**src/rtl/ddr3_port_arbiter_if.sv**
```systemverilog
// Requester-side handshake bundle for one DDR3 arbiter port.
// The requester drives the master modport; the arbiter uses slave.
interface ddr3_port_arbiter_if;
    logic [2:0]  cmd;
    logic [25:0] addr;
    logic [1:0]  sz;
    logic [2:0]  op;
    logic [15:0] din;
    logic        gnt;
    logic        wack;
    logic [15:0] rdata;
    logic [25:0] raddr;
    logic        rvalid;

    modport master (output cmd, addr, sz, op, din, input gnt, wack, rdata, raddr, rvalid);
    modport slave  (input cmd, addr, sz, op, din, output gnt, wack, rdata, raddr, rvalid);
endinterface

```
**src/rtl/ddr3_port_arbiter.sv**
```systemverilog
// Two-port DDR3 host arbiter: grants commands, streams BLW bursts, routes returned
// read words by owner tag. Define DDR3_ARB_ROUND_ROBIN_EN for round-robin arbitration.
module ddr3_port_arbiter #(
    parameter int TAG_DEPTH = 8
) (
    input  logic               clk,
    input  logic               reset,
    ddr3_port_arbiter_if.slave p0,
    ddr3_port_arbiter_if.slave p1,
    output logic [2:0]         cmd,
    output logic [25:0]        addr,
    output logic [1:0]         sz,
    output logic [2:0]         op,
    output logic [15:0]        din,
    input  logic               ready,
    input  logic               notfull,
    input  logic [5:0]         fillcount,
    input  logic [15:0]        dout,
    input  logic [25:0]        raddr,
    input  logic               validout,
    output logic               read
);
    localparam int PW = $clog2(TAG_DEPTH);
    localparam logic [2:0] C_SCR = 3'd1, C_SCW = 3'd2, C_BLR = 3'd3,
                           C_BLW = 3'd4, C_ATR = 3'd5, C_ATW = 3'd6;

    typedef enum logic       {IDLE, BURST}      wstate_e;
    typedef enum logic [1:0] {RIDLE, RPOP, RGAP} rstate_e;
    typedef struct packed { logic own; logic [4:0] last; } tag_t;

    logic [1:0][2:0]  req_cmd;
    logic [1:0][25:0] req_addr;
    logic [1:0][1:0]  req_sz;
    logic [1:0][2:0]  req_op;
    logic [1:0][15:0] req_din;
    assign req_cmd  = {p1.cmd,  p0.cmd};
    assign req_addr = {p1.addr, p0.addr};
    assign req_sz   = {p1.sz,   p0.sz};
    assign req_op   = {p1.op,   p0.op};
    assign req_din  = {p1.din,  p0.din};

    wstate_e          wstate_q, wstate_d;
    logic [4:0]       bcnt_q, bcnt_d;
    logic             bown_q, bown_d;
    rstate_e          rstate_q, rstate_d;
    logic             read_q, read_d;
    logic [4:0]       rcnt_q, rcnt_d;
    tag_t             tag_mem_q [TAG_DEPTH];
    tag_t             tag_mem_d [TAG_DEPTH];
    logic [PW-1:0]    wr_ptr_q, wr_ptr_d, rd_ptr_q, rd_ptr_d;
    logic [PW:0]      tcnt_q, tcnt_d;
    logic [1:0]       rvalid_q, rvalid_d;
    logic [1:0][15:0] rdata_q, rdata_d;
    logic [1:0][25:0] raddr_q, raddr_d;

    logic [1:0]       elig, gnt, wack;
    logic [1:0][5:0]  blen;
    logic             win, any, tfull, push, tag_pop;
    tag_t             push_tag, head;
`ifdef DDR3_ARB_ROUND_ROBIN_EN
    logic             ptr_q, ptr_d;
`endif

    // Command side: eligibility, winner select and burst streaming.
    always_comb begin
        tfull = (tcnt_q == TAG_DEPTH[PW:0]);
        for (int i = 0; i < 2; i++) begin
            blen[i] = {({1'b0, req_sz[i]} + 3'd1), 3'b000};
            unique case (req_cmd[i])
                C_SCR, C_BLR: elig[i] = !tfull;
                C_SCW, C_ATW: elig[i] = (fillcount < 6'd32);
                C_ATR:        elig[i] = (fillcount < 6'd32) && !tfull;
                C_BLW:        elig[i] = (({1'b0, fillcount} + {1'b0, blen[i]}) <= 7'd32);
                default:      elig[i] = 1'b0;
            endcase
            elig[i] = elig[i] && ready && notfull && !reset && (wstate_q == IDLE);
        end
        any = |elig;
`ifdef DDR3_ARB_ROUND_ROBIN_EN
        win   = (elig[0] && elig[1]) ? ptr_q : elig[1];
        ptr_d = any ? !win : ptr_q;
`else
        win = !elig[0];
`endif
        gnt  = '0;
        cmd  = 3'd0;
        addr = req_addr[win];
        sz   = req_sz[win];
        op   = req_op[win];
        din  = req_din[win];
        if (any) begin
            gnt[win] = 1'b1;
            cmd      = req_cmd[win];
        end
        wack = '0;
        if (wstate_q == BURST) begin
            din          = req_din[bown_q];
            wack[bown_q] = !reset;
        end

        wstate_d = wstate_q;
        bcnt_d   = bcnt_q;
        bown_d   = bown_q;
        if (wstate_q == IDLE) begin
            if (any && req_cmd[win] == C_BLW) begin
                wstate_d = BURST;
                bcnt_d   = 5'(blen[win] - 6'd1);
                bown_d   = win;
            end
        end else begin
            bcnt_d = bcnt_q - 5'd1;
            if (bcnt_q == 5'd1) wstate_d = IDLE;
        end

        push          = any && (req_cmd[win] == C_SCR || req_cmd[win] == C_BLR || req_cmd[win] == C_ATR);
        push_tag.own  = win;
        push_tag.last = (req_cmd[win] == C_BLR) ? 5'(blen[win] - 6'd1) : 5'd0;
    end

    // Return side: pop, route to owner, then one gap cycle for the registered validout.
    always_comb begin
        head     = tag_mem_q[rd_ptr_q];
        rstate_d = rstate_q;
        read_d   = 1'b0;
        rcnt_d   = rcnt_q;
        tag_pop  = 1'b0;
        rvalid_d = '0;
        rdata_d  = rdata_q;
        raddr_d  = raddr_q;
        unique case (rstate_q)
            RIDLE: if (validout && tcnt_q != '0) begin
                rstate_d = RPOP;
                read_d   = 1'b1;
            end
            RPOP: begin
                rstate_d           = RGAP;
                rvalid_d[head.own] = 1'b1;
                rdata_d[head.own]  = dout;
                raddr_d[head.own]  = raddr;
                if (rcnt_q == head.last) begin
                    tag_pop = 1'b1;
                    rcnt_d  = 5'd0;
                end else begin
                    rcnt_d = rcnt_q + 5'd1;
                end
            end
            default: rstate_d = RIDLE;
        endcase

        tag_mem_d = tag_mem_q;
        if (push) tag_mem_d[wr_ptr_q] = push_tag;
        wr_ptr_d = wr_ptr_q + PW'(push);
        rd_ptr_d = rd_ptr_q + PW'(tag_pop);
        tcnt_d   = tcnt_q + (PW+1)'(push) - (PW+1)'(tag_pop);
    end

    always_ff @(posedge clk) tag_mem_q <= tag_mem_d;

    always_ff @(posedge clk) begin
        if (reset) begin
            wstate_q <= IDLE;
            bcnt_q   <= '0;
            bown_q   <= 1'b0;
            rstate_q <= RIDLE;
            read_q   <= 1'b0;
            rcnt_q   <= '0;
            wr_ptr_q <= '0;
            rd_ptr_q <= '0;
            tcnt_q   <= '0;
            rvalid_q <= '0;
            rdata_q  <= '0;
            raddr_q  <= '0;
`ifdef DDR3_ARB_ROUND_ROBIN_EN
            ptr_q    <= 1'b0;
`endif
        end else begin
            wstate_q <= wstate_d;
            bcnt_q   <= bcnt_d;
            bown_q   <= bown_d;
            rstate_q <= rstate_d;
            read_q   <= read_d;
            rcnt_q   <= rcnt_d;
            wr_ptr_q <= wr_ptr_d;
            rd_ptr_q <= rd_ptr_d;
            tcnt_q   <= tcnt_d;
            rvalid_q <= rvalid_d;
            rdata_q  <= rdata_d;
            raddr_q  <= raddr_d;
`ifdef DDR3_ARB_ROUND_ROBIN_EN
            ptr_q    <= ptr_d;
`endif
        end
    end

    assign read      = read_q;
    assign p0.gnt    = gnt[0];
    assign p1.gnt    = gnt[1];
    assign p0.wack   = wack[0];
    assign p1.wack   = wack[1];
    assign p0.rvalid = rvalid_q[0];
    assign p1.rvalid = rvalid_q[1];
    assign p0.rdata  = rdata_q[0];
    assign p1.rdata  = rdata_q[1];
    assign p0.raddr  = raddr_q[0];
    assign p1.raddr  = raddr_q[1];
endmodule

```
**src/flat_wrapper.sv**
```systemverilog
// flat-port wrapper written by rule: the top's interface ports become plain ports
module ddr3_port_arbiter_flat 
#(
    parameter int TAG_DEPTH = 8
)
  (clk, reset, cmd, addr, sz, op, din, ready, notfull, fillcount, dout, raddr, validout, read, p0_cmd, p0_addr, p0_sz, p0_op, p0_din, p0_gnt, p0_wack, p0_rdata, p0_raddr, p0_rvalid, p1_cmd, p1_addr, p1_sz, p1_op, p1_din, p1_gnt, p1_wack, p1_rdata, p1_raddr, p1_rvalid);
  ddr3_port_arbiter_if p0_i ();
  ddr3_port_arbiter_if p1_i ();
  input  logic clk;
  input  logic reset;
  output logic [2:0] cmd;
  output logic [25:0] addr;
  output logic [1:0] sz;
  output logic [2:0] op;
  output logic [15:0] din;
  input  logic ready;
  input  logic notfull;
  input  logic [5:0] fillcount;
  input  logic [15:0] dout;
  input  logic [25:0] raddr;
  input  logic validout;
  output logic read;
  input wire logic [$bits(p0_i.cmd)-1:0] p0_cmd;
  input wire logic [$bits(p0_i.addr)-1:0] p0_addr;
  input wire logic [$bits(p0_i.sz)-1:0] p0_sz;
  input wire logic [$bits(p0_i.op)-1:0] p0_op;
  input wire logic [$bits(p0_i.din)-1:0] p0_din;
  output wire logic [$bits(p0_i.gnt)-1:0] p0_gnt;
  output wire logic [$bits(p0_i.wack)-1:0] p0_wack;
  output wire logic [$bits(p0_i.rdata)-1:0] p0_rdata;
  output wire logic [$bits(p0_i.raddr)-1:0] p0_raddr;
  output wire logic [$bits(p0_i.rvalid)-1:0] p0_rvalid;
  input wire logic [$bits(p1_i.cmd)-1:0] p1_cmd;
  input wire logic [$bits(p1_i.addr)-1:0] p1_addr;
  input wire logic [$bits(p1_i.sz)-1:0] p1_sz;
  input wire logic [$bits(p1_i.op)-1:0] p1_op;
  input wire logic [$bits(p1_i.din)-1:0] p1_din;
  output wire logic [$bits(p1_i.gnt)-1:0] p1_gnt;
  output wire logic [$bits(p1_i.wack)-1:0] p1_wack;
  output wire logic [$bits(p1_i.rdata)-1:0] p1_rdata;
  output wire logic [$bits(p1_i.raddr)-1:0] p1_raddr;
  output wire logic [$bits(p1_i.rvalid)-1:0] p1_rvalid;
  assign p0_i.cmd = p0_cmd;
  assign p0_i.addr = p0_addr;
  assign p0_i.sz = p0_sz;
  assign p0_i.op = p0_op;
  assign p0_i.din = p0_din;
  assign p0_gnt = p0_i.gnt;
  assign p0_wack = p0_i.wack;
  assign p0_rdata = p0_i.rdata;
  assign p0_raddr = p0_i.raddr;
  assign p0_rvalid = p0_i.rvalid;
  assign p1_i.cmd = p1_cmd;
  assign p1_i.addr = p1_addr;
  assign p1_i.sz = p1_sz;
  assign p1_i.op = p1_op;
  assign p1_i.din = p1_din;
  assign p1_gnt = p1_i.gnt;
  assign p1_wack = p1_i.wack;
  assign p1_rdata = p1_i.rdata;
  assign p1_raddr = p1_i.raddr;
  assign p1_rvalid = p1_i.rvalid;
  ddr3_port_arbiter #(.TAG_DEPTH(TAG_DEPTH)) u_core (.clk(clk), .reset(reset), .p0(p0_i), .p1(p1_i), .cmd(cmd), .addr(addr), .sz(sz), .op(op), .din(din), .ready(ready), .notfull(notfull), .fillcount(fillcount), .dout(dout), .raddr(raddr), .validout(validout), .read(read));
endmodule
```
**config.mk**
```make
export PLATFORM = sky130hd
export DESIGN_NAME = ddr3_port_arbiter_flat
export DESIGN_NICKNAME = d
export VERILOG_FILES = /design/src/rtl/ddr3_port_arbiter_if.sv /design/src/rtl/ddr3_port_arbiter.sv /design/src/flat_wrapper.sv
export SDC_FILE = /design/constraint.sdc
export NUM_CORES = 1
export LEC_CHECK = 0
export BUFFER_PORTS_ARGS = -buffer_cell sky130_fd_sc_hd__buf_2
export CAP_MARGIN = 20
export CELL_PAD_IN_SITES_DETAIL_PLACEMENT = 0
export CELL_PAD_IN_SITES_GLOBAL_PLACEMENT = 2
export CORE_UTILIZATION = 28
export DETAILED_ROUTE_END_ITERATION = 16
export HOLD_SLACK_MARGIN = 0.15
export PLACE_DENSITY = 0.85
export SETUP_SLACK_MARGIN = 0.3
export SLEW_MARGIN = 20
export SYNTH_ARGS = -nofsm -noshare
export SYNTH_HDL_FRONTEND = slang
export SYNTH_SLANG_ARGS = --single-unit
```
**constraint.sdc**
```tcl
create_clock -name clk -period 8.44 [get_ports clk]
set_input_delay 2.11 -clock clk [delete_from_list [all_inputs] [get_ports clk]]
set_output_delay 2.11 -clock clk [all_outputs]
set_load 0.02 [all_outputs]
```
=== Yosys cells after proc, flatten, opt, wreduce, memory -nomap -nowiden ===
Index checks and enable logic that the tools add are counted.

* Output and inout port bits: 141
* Logic and storage cells: 162
* Flip-flop bits (word level): 159

* Add/sub/neg operators: 11
* Mux-type cells: 50
* Equal/unequal tests: 21
* Reduce and logical (&&, ||, !) cells: 32
* Bitwise operators: 6
* $lt $le $gt $ge: 12

{| class="wikitable"
|+ Operators with widths
! operator !! number
|-
| 2-to-1 mux 16 bit || 6
|-
| 2-to-1 mux 26 bit || 3
|-
| bitwise mux 52 bit || 1
|-
| bitwise mux 48 bit || 1
|-
| bitwise mux 32 bit || 1
|-
| 2-to-1 mux 5 bit || 6
|-
| demux 26 bit (select 1 bit) || 1
|-
| equality test 3 bit, second input constant || 8
|-
| binary-select mux 6 bit (select 3 bit) || 1
|-
| demux 6 bit (select 3 bit) || 1
|-
| 2-to-1 mux 6 bit || 3
|-
| demux 16 bit (select 1 bit) || 1
|-
| logical AND 1 bit || 16
|-
| equality test 3 x 2 -> 1 bit, second input constant || 5
|-
| 2-to-1 mux 3 bit || 5
|-
| adder 6 x 6 -> 7 bit || 2
|-
| <= comparator 7 x 6 -> 1 bit, second input constant || 2
|-
| OR reduction 2 bit || 7
|-
| 2-to-1 mux 2 bit || 5
|-
| subtractor 5 x 1 -> 5 bit, second input constant || 2
|-
| equality test 3 x 1 -> 1 bit, second input constant || 3
|-
| 2-to-1 mux 1 bit || 9
|-
| greater-or-equal comparator 4 bit, second input constant || 2
|-
| NOT 3 -> 4 bit || 2
|-
| 25 further kinds || 39
|}

=== Longest topological paths before layout ===
Gate-level depths: netlist of the first run.

* Word-level depth: 17
* Mapped depth: 16
* Depth with buffers taken out: 15

=== Worst setup path after synthesis of the first run ===
Ideal clock, no wire load.

* Kind: input -> output
* From: in p0_sz[0]
* To: out cmd[1]
* Path buffers: 1
* Required time: 6.330 ns
* Path slack: 1.760 ns
* Stages: 10
* Arrival: 4.570 ns
* Cell sequence: ha_1 -> inv_1 -> fa_1 -> xor2_1 -> a31oi_1 -> o21a_1 -> nor2_4 -> buf_2 -> nor3_1 -> a22o_1

* Word-level cells in the longest chain between the ends: 11

{| class="wikitable"
|+ Ends and longest elaborated chain
! item !! RTL line !! text
|-
| start, declared || flat_wrapper.sv:25 || <nowiki>input wire logic [$bits(p0_i.sz)-1:0] p0_sz;</nowiki>
|-
| adder 2 x 1 -> 3 bit (*) || ddr3_port_arbiter.sv:68 || <nowiki>blen[i] = {({1'b0, req_sz[i]} + 3'd1), 3'b000};</nowiki>
|-
| adder 6 x 6 -> 7 bit (*) || ddr3_port_arbiter.sv:73 || <nowiki>C_BLW: elig[i] = (({1'b0, fillcount} + {1'b0, blen[i]}) <= 7'd32);</nowiki>
|-
| <= comparator 7 x 6 -> 1 bit (*) || ddr3_port_arbiter.sv:73 ||
|-
| one-hot mux 1 bit (4 select lines) (*) || ddr3_port_arbiter.sv:69 || <nowiki>unique case (req_cmd[i])</nowiki>
|-
| logical AND 1 bit (*) (4 in series) || ddr3_port_arbiter.sv:76 || <nowiki>elig[i] = elig[i] && ready && notfull && !reset && (wstate_q == IDLE);</nowiki>
|-
| 2-to-1 mux 3 bit (not written as such) (2 in series) || ddr3_port_arbiter.sv:93 || <nowiki>cmd = req_cmd[win];</nowiki>
|-
| 2-to-1 mux 3 bit (*) || ddr3_port_arbiter.sv:91 || <nowiki>if (any) begin</nowiki>
|-
| end, declared || flat_wrapper.sv:11 || <nowiki>output logic [2:0] cmd;</nowiki>
|}

Every way passes the cells marked *; elsewhere a longest branch is shown, timed or not. The select of a mux whose other input is x is not followed.

=== Final worst setup path of the first run ===
* From: in p0_sz[0]
* To: out cmd[2]

Same word-level chain as after synthesis.

==> metrics.md, run 1 <==
| Metric | Value |
|---|---|
| Count of cell types in the netlist | `52` |
| Register area | `3180 µm²` |
| Largest net degree at the start of global routing | `88` |
| Max-Slew Margin vs Limit | `0.344` |
| Pwr Density | `191 nW/µm²` |
| Num CTS Buffers | `17` |
| Die ar. | `24200 µm²` |
| Core footprint | `22900 µm²` |
| Fin. Hold Viols | `0` |
| Synthesized instance count | `753` |
| Int Pwr | `1220 µW` |
| Met2 usage | `0.296` |
| Hold crit path type | `flop to flop` |
| Final Setup Violations | `0` |
| Clock Skew | `11.6 ps` |
| Share of layout cells above drive strength 1 | `0.356` |
| Main combinational cell family by area after synthesis | `simple AND/OR/NAND/NOR gates` |
| Post-DR wirelength/cell | `14.3 µm` |
| Lkg Pwr | `0.00392 µW` |
| Final Wtd Congestion | `0.753` |
| Resized cells post-CTS | `0` |
| Sw Pwr | `464 µW` |
| Comb pwr share | `0.154` |
| Critical Path RT | `6330 ps` |
| Busiest grt layer | `met2` |
| Setup TNS Final | `0 ps` |
| Unrepaired setup endpoints after global routing | `false` |
| P&R area growth vs syn | `33.7%` |
| EDFF count, synth | `32` |
| Critical path type | `input pin to output pin` |
| Status | `finished clean` |
| CP Max Fanout | `27` |
| Synth async-reset ratio | `0` |
| Synth top area share | `0.336` |
| Top FF cell, synth | `dfxtp_1` |
| Rows | `55` |
| First-pass GRT wire length | `30.5 mm` |
| Max clock buf depth | `2` |
| Setup repair bufs after CTS | `0` |
| Hpwl dp | `14.2 mm` |
| Synth Area in Simple Gates | `0.222` |
| M1 GR Usage | `0.182` |
| Largest area contributor in the netlist | `dfxtp_1` |
| Root buffer cell | `clkbuf_16` |
| Synth top area cells | `dfxtp_1 (34%), nand2_1 (15%), edfxtp_1 (15%)` |
| Achievable Freq | `0.146 GHz` |
| H-tree Lvls | `4` |
| 1st-iter DRT viols | `282` |
| Via density | `4.43` |
| Buffers added on ports | `293` |
| CTS tree | `done` |
| Max Slew Vio Count | `0` |
| Sw frac | `0.275` |
| Worst setup EP type | `output pin` |
| Drt first pass iters | `4` |
| Fillcell total | `2421` |
| Crit path DAT | `4750 ps` |
| Synth Area in Compound Gates | `0.108` |
| Least-Margin Pin Slew | `984 ps` |
| Worst IR Drop VDD | `0.134 mV` |
| Antenna Nets Post-Route | `0` |
| Clk pin slew, worst setup/hold paths | `60 ps` |
| DP Cell Count | `1318` |
| Routing usage on met3 | `0.0422` |
| Clock Latency Late Sink | `420 ps` |
| Die Ht | `156 µm` |
| Fin crit share | `0.812` |
| Via count | `5994` |
| DIE WIDTH | `156 µm` |
| Syn Nets | `930` |
| Register area share after synthesis | `0.481` |
| Initial antenna violation count | `1` |
| Synth warn | `0` |
| GRT Total Usage | `0.162` |
| # DRC | `0` |
| Multi-input combinational cell area | `3100 µm²` |
| Xor/xnor cell area share of the yosys netlist | `0.0238` |
| Vias in the first global route | `5901` |
| Sequential Power Share | `0.434` |
| Io pins | `294` |
| Startpoint type of the worst setup path | `input pin` |
| Minimum clock period | `6860 ps` |
| Clock power frac | `0.411` |
| Nets | `1202` |
| Multiplexer area fraction after synthesis | `0.0654` |
| Synth Cell Area | `6620 µm²` |
| Cts hold-fix bufs | `0` |
| Register bit total from synthesis | `143` |
| Final WL | `19.4 mm` |
| Syn_area_per_cell | `8.78 µm²` |
| Post-Synth Adder-Cell Area | `0.0488` |
| Maxcap violations | `0` |
| TritonCTS Sinks | `143` |
| Total gr overflow | `0` |
| Post-Layout Cell Count | `1352` |
| Initial Util | `0.289` |
==> critical path: stages <==
cell and delay (ps):
buf_2 140, ha_1 330, inv_1 70, fa_1 400, xor2_1 170, a31oi_1 70
o21a_1 240, nor2_4 350, buf_4 370, nor3_1 130, a22o_1 210, buf_2 160
==> per-stage QoR <==
step / utilization / setup WS, ps / hold slack (ps) / cell area [µm²] / power, µW
floorplan: - / 1760 / 440 / 6620 / 910
global placement: 0.361 / 1620 / 439 / 8260 / 1010
detailed placement: 0.361 / 1560 / 443 / 8260 / 1010
CTS: 0.385 / 1570 / 452 / 8820 / 1710
global route: 0.386 / 1390 / 470 / 8850 / 1770
finish: 0.386 / 1580 / 448 / 8850 / 1690
==> state kept, by name, summed over array words and instances, names as in the netlist <==
| name | count |
|---|---|
| u_core.tcnt_q | 4 |
| u_core.rcnt_q | 5 |
| u_core.wstate_q | 1 |
| u_core.p0.raddr | 26 |
| u_core.p0.rdata | 16 |
| u_core.tag_mem_q | 32 |
| u_core.p1.raddr | 26 |
| u_core.rvalid_q | 2 |
| u_core.bown_q | 1 |
| u_core.read | 1 |
| u_core.rd_ptr_q | 3 |
| u_core.rstate_q | 2 |
| u_core.wr_ptr_q | 3 |
| u_core.p1.rdata | 16 |
| u_core.bcnt_q | 5 |
==> power by group through the flow <==
stage	logic, µW	registers, µW	clock network, µW
after global routing	289	736	741
final	261	733	694
after floorplan	145	765	0
after global placement	261	747	0
after detailed placement	262	748	0
after CTS	263	733	712
==> cell type report <==
type,count,area share
well taps,313,0.0443
flip-flops and latches,143,0.360
multi-input cells,543,0.351
inverters,21,0.00891
clock inverters,11,0.00919
repair buffers,299,0.173
diodes,1,0.000283
clock buffers,21,0.0533
==> per-layer routing <==
metal  part of all wire  vias to the layer above
met4              0.011                        0
met5                  0                        -
li1                   -                     3067
met3              0.048                       18
met1               0.42                     2754
met2               0.52                      155
==> cells by family (layout without fill, tap and decap cells) <==
| kind of cell | after synthesis | in the layout |
|---|---|---|
| and+or+nand+nor | 346 | 346 |
| DFF | 143 | 143 |
| AOI/OAI and AO/OA | 124 | 124 |
| buffers and inverters | 67 | 352 |
| muxes | 31 | 31 |
| adders and majority gates | 24 | 24 |
| xor gates and xnor gates | 18 | 18 |
| other | 0 | 1 |
==> synthesized netlist by cell type (10+ instances only) <==
| cell | number |
|---|---|
| mux2_2 | 18 |
| edfxtp_1 | 32 |
| nor2_1 | 24 |
| nand2_1 | 272 |
| buf_6 | 10 |
| dfxtp_1 | 111 |
| clkbuf_1 | 25 |
| xor2_1 | 10 |
| ha_1 | 21 |
| a21oi_1 | 99 |
| inv_1 | 21 |
==> cells in the final DEF (no fill, tap or decap), types with 2 or more instances in the layout <==
| master | Yosys | layout |
|---|---|---|
| nor3_1 | 8 | 8 |
| mux2i_1 | 5 | 5 |
| o311ai_0 | 2 | 2 |
| nand4_1 | 3 | 3 |
| inv_1 | 21 | 21 |
| nor4_1 | 2 | 2 |
| nor4b_2 | 3 | 3 |
| nor2_1 | 24 | 23 |
| fa_1 | 3 | 3 |
| buf_2 | 7 | 292 |
| a21o_1 | 2 | 2 |
| a21oi_1 | 99 | 99 |
| edfxtp_1 | 32 | 32 |
| nor2b_1 | 8 | 8 |
| o21ai_0 | 3 | 3 |
| clkbuf_1 | 25 | 2 |
| dfxtp_1 | 111 | 111 |
| a22o_1 | 2 | 2 |
| clkbuf_16 | 0 | 18 |
| nor2_4 | 1 | 2 |
| o31a_1 | 4 | 4 |
| xor2_1 | 10 | 10 |
| xnor2_1 | 8 | 8 |
| o21a_1 | 3 | 3 |
| nand3_1 | 7 | 7 |
| nand2_1 | 272 | 272 |
| clkinv_2 | 0 | 3 |
| mux2_2 | 18 | 18 |
| and4bb_2 | 2 | 2 |
| and3_1 | 3 | 3 |
| mux4_2 | 8 | 8 |
| ha_1 | 21 | 21 |
| buf_4 | 1 | 6 |
| clkinv_4 | 0 | 5 |
| nand2b_1 | 4 | 3 |
==> final timing paths <==
| kind | start | endpoint | slack (ps) | cells past startpoint |
|---|---|---|---|---|
| worst max-delay path | p0_sz[0] | cmd[2] | 1580 | 12 |
| worst min-delay path | u_core.p0.raddr[22]$_SDFFE_PP0P_ | u_core.p0.raddr[22]$_SDFFE_PP0P_ | 450 | 2 |
| worst max register to register | u_core.rd_ptr_q[0]$_SDFF_PP0_ | u_core.tcnt_q[2]$_SDFF_PP0_ | 5080 | 11 |
| worst min register to register | u_core.p0.raddr[22]$_SDFFE_PP0P_ | u_core.p0.raddr[22]$_SDFFE_PP0P_ | 450 | 2 |
No activity file was read; power rests on OpenSTA's default activity.
==> run 2: changes to the inputs <==
- CORE_UTILIZATION: 28 -> 24
- PLACE_DENSITY: 0.85 -> 0.78
- clock period: 8.44 -> 5.93 ns (I/O delays scaled with it)
==> metrics.md, run 2 (synthesis results as in run 1) <==
| Metric | Value |
|---|---|
| Hold crit path type | `flop to flop` |
| Maxcap violations | `0 (unchanged)` |
| Clk pin slew, worst setup/hold paths | `60 ps (about the same)` |
| Largest net degree at the start of global routing | `78 (-11%)` |
| Final WL | `20.1 mm (+3.7%)` |
| Buffers added on ports | `293 (unchanged)` |
| Initial antenna violation count | `1 (unchanged)` |
| # DRC | `0 (unchanged)` |
| Reg2Reg Launch Point | `u_core.rd_ptr_q[0]$_SDFF_PP0_` |
| P&R area growth vs syn | `35.8%` |
| 1st-iter DRT viols | `277 (-1.8%)` |
| Internal reg-to-reg setup slack | `2510 ps (-2570 ps)` |
| DP Cell Count | `1350 (+2.4%)` |
| Status | `finished clean` |
| Max Slew Vio Count | `0 (unchanged)` |
| DP Worst Slack | `368 ps (-1200 ps)` |
| CP Max Fanout | `30 (+11%)` |
| Via count | `6080 (+1.4%)` |
| Num CTS Buffers | `17 (unchanged)` |
| Sw Pwr | `656 µW (+41%)` |
| Setup crit end | `addr[20]` |
| CTS tree | `done` |
| Max-Slew Margin vs Limit | `0.332 (-0.0120)` |
| Die Ht | `168 µm (+7.9%)` |
| Worst setup EP type | `output pin` |
| Final Util | `0.332 (-0.0536)` |
| Achievable Freq | `0.184 GHz` |
| Crit path DAT | `3970 ps (-780 ps)` |
| Core footprint | `27000 µm² (+18%)` |
| Final Wtd Congestion | `0.823 (+9.3%)` |
| Nets | `1208 (+0.50%)` |
| Total power | `2500 µW (+48%)` |
| Post-DR wirelength/cell | `14.5 µm (+1.3%)` |
| Critical Path RT | `4450 ps (-1880 ps)` |
| Sequential Power Share | `0.417 (-0.017)` |
| Worst-path cell chain | `buf_2, ha_1, inv_1, fa_1, xor2_1, a31oi_1, o21a_1, nor2_4, clkinvlp_4, buf_12, nand2_1, nand2_1, buf_2` |
| Crit. Startpoint | `p0_sz[0]` |
| Most frequent cells in the layout | `buf_2 (292), nand2_1 (272), dfxtp_1 (111), a21oi_1 (99), edfxtp_1 (32)` |
| Pwr Density | `279 nW/µm² (+46%)` |
| Clock Skew | `10.6 ps (-1.07 ps)` |
| First-pass GRT wire length | `31.0 mm (+1.6%)` |
| Clock Latency Late Sink | `420 ps (about the same)` |
| GRT Total Usage | `0.142 (-0.0198)` |
| Sw frac | `0.262 (-0.0132)` |
| Crit-path slowest cell | `fa_1` |
| Biggest register | `u_core.tag_mem_q` |
| Int Pwr | `1850 µW (+51%)` |
| Setup TNS Final | `0 ps (unchanged)` |
| Final Setup Violations | `0 (unchanged)` |
| Root buffer cell | `clkbuf_16` |
| Die ar. | `28200 µm² (+16%)` |
| Unrepaired setup endpoints after global routing | `false` |
| DIE WIDTH | `168 µm (+7.9%)` |
| Hpwl dp | `14.8 mm (+4.2%)` |
| Final worst slack | `482 ps (-1100 ps)` |
| Diodes inserted | `0 (-1)` |
| Minimum clock period | `5450 ps` |
| Io pins | `294 (unchanged)` |
| Lkg Pwr | `0.00398 µW (+1.5%)` |
| TritonCTS Sinks | `143 (unchanged)` |
| Worst Reg-to-Reg Cells | `11 (unchanged)` |
| Worst IR Drop VDD | `0.195 mV (+45%)` |
| Vias in the first global route | `5704 (-3.3%)` |
| Least-Margin Pin Slew | `995 ps (+10.3 ps)` |
| R2r endpoint | `u_core.tcnt_q[2]$_SDFF_PP0_` |
| Critical path type | `input pin to output pin` |
| H-tree Lvls | `4 (unchanged)` |
| Drt first pass iters | `4 (unchanged)` |
| Fin. Hold Viols | `0 (unchanged)` |
| Clock power frac | `0.433 (+0.022)` |
| Initial Util | `0.245 (-0.0439)` |
| Rows | `60 (+9.1%)` |
| Most common cell after layout, fill and taps aside | `buf_2` |
| CP peak stage delay | `400 ps (about the same)` |
| Startpoint type of the worst setup path | `input pin` |
| Max clock buf depth | `2 (unchanged)` |
| Comb pwr share | `0.150 (-0.004)` |
| Fin crit share | `0.919` |
| Via density | `4.39 (-0.98%)` |
| Total gr overflow | `0 (unchanged)` |
| Post-Layout Cell Count | `1385 (+2.4%)` |
| Share of layout cells above drive strength 1 | `0.361 (+0.00466)` |
| Number of flip-flops in the largest register | `32 (unchanged)` |
| Antenna Nets Post-Route | `0 (unchanged)` |
run 2: changes by cell type in the layout (fill, tap and decap cells not counted):
| cell | previous run | this run |
|---|---|---|
| buf_12 | 0 | 2 |
| buf_16 | 1 | 0 |
| buf_4 | 6 | 11 |
| bufinv_16 | 0 | 2 |
| clkbuf_8 | 1 | 3 |
| clkinv_2 | 3 | 4 |
| clkinv_4 | 5 | 1 |
| clkinvlp_4 | 1 | 2 |
| diode_2 | 1 | 0 |
| inv_1 | 21 | 20 |
| inv_4 | 1 | 0 |
run 2: worst max-delay path, delay by kind of cell:
family	cells	cell delay, ps
buffers and inverters	5	870
adder cells (fa/ha/maj)	2	730
AO/OA/AOI/OAI	2	310
XOR/XNOR	1	160
AND/OR/NAND/NOR	3	400
run 2: power groups by stage:
stage          sequential, µW  clock [µW]  combinational, µW
6_report                 1040        1090                375
3_5_place_dp             1060           0                377
3_3_place_gp             1060           0                377
4_1_cts                  1040        1120                379
2_1_floorplan            1090           0                207
5_1_grt                  1050        1150                415
run 2: worst min path at each step:
stage / to / cells after the start / slack, ps / from
global placement: u_core.p0.rdata[6]$_SDFFE_PP0P_ / 2 / 440 / u_core.p0.rdata[6]$_SDFFE_PP0P_
CTS: u_core.p1.rdata[8]$_SDFFE_PP0P_ / 2 / 450 / u_core.p1.rdata[8]$_SDFFE_PP0P_
global route: u_core.p1.raddr[13]$_SDFFE_PP0P_ / 2 / 470 / u_core.p1.raddr[13]$_SDFFE_PP0P_
floorplan: u_core.bown_q$_SDFFE_PP0P_ / 2 / 440 / u_core.bown_q$_SDFFE_PP0P_
detailed placement: u_core.p1.rdata[0]$_SDFFE_PP0P_ / 2 / 440 / u_core.p1.rdata[0]$_SDFFE_PP0P_
finish: u_core.p1.rdata[0]$_SDFFE_PP0P_ / 2 / 450 / u_core.p1.rdata[0]$_SDFFE_PP0P_
run 2: cell type report:
class	instances	area (µm²)
Sequential cell	143	3180
Tap cell	341	427
Fill cell	2897	18000
Clock inverter	9	105
Inverter	21	82.6
Multi-Input combinational cell	543	3100
Clock buffer	23	499
Timing Repair Buffer	305	1580
run 2: stage by stage:
step / hold slack [ps] / instance area (µm²)
2_1_floorplan: 440 / 6620
3_3_place_gp: 439 / 8340
3_5_place_dp: 443 / 8340
4_1_cts: 451 / 8940
5_1_grt: 467 / 8980
6_report: 448 / 8980
run 2: timing repair:
action / in CTS / in global routing
setup endpoints to repair: 0 / 17
setup buffers: 0 / 3
resized for setup: 0 / 1
hold buffers: 0 / 0
run 2: per-layer routing:
metal / GRT usage / wire, µm / up-vias / part of all wire
met5: 0 / 10 / - / 0.00050
met4: 0.0630 / 577 / 2 / 0.029
met3: 0.0355 / 1140 / 32 / 0.056
met2: 0.246 / 9830 / 218 / 0.49
met1: 0.165 / 8580 / 2758 / 0.43
li1: - / - / 3070 / -
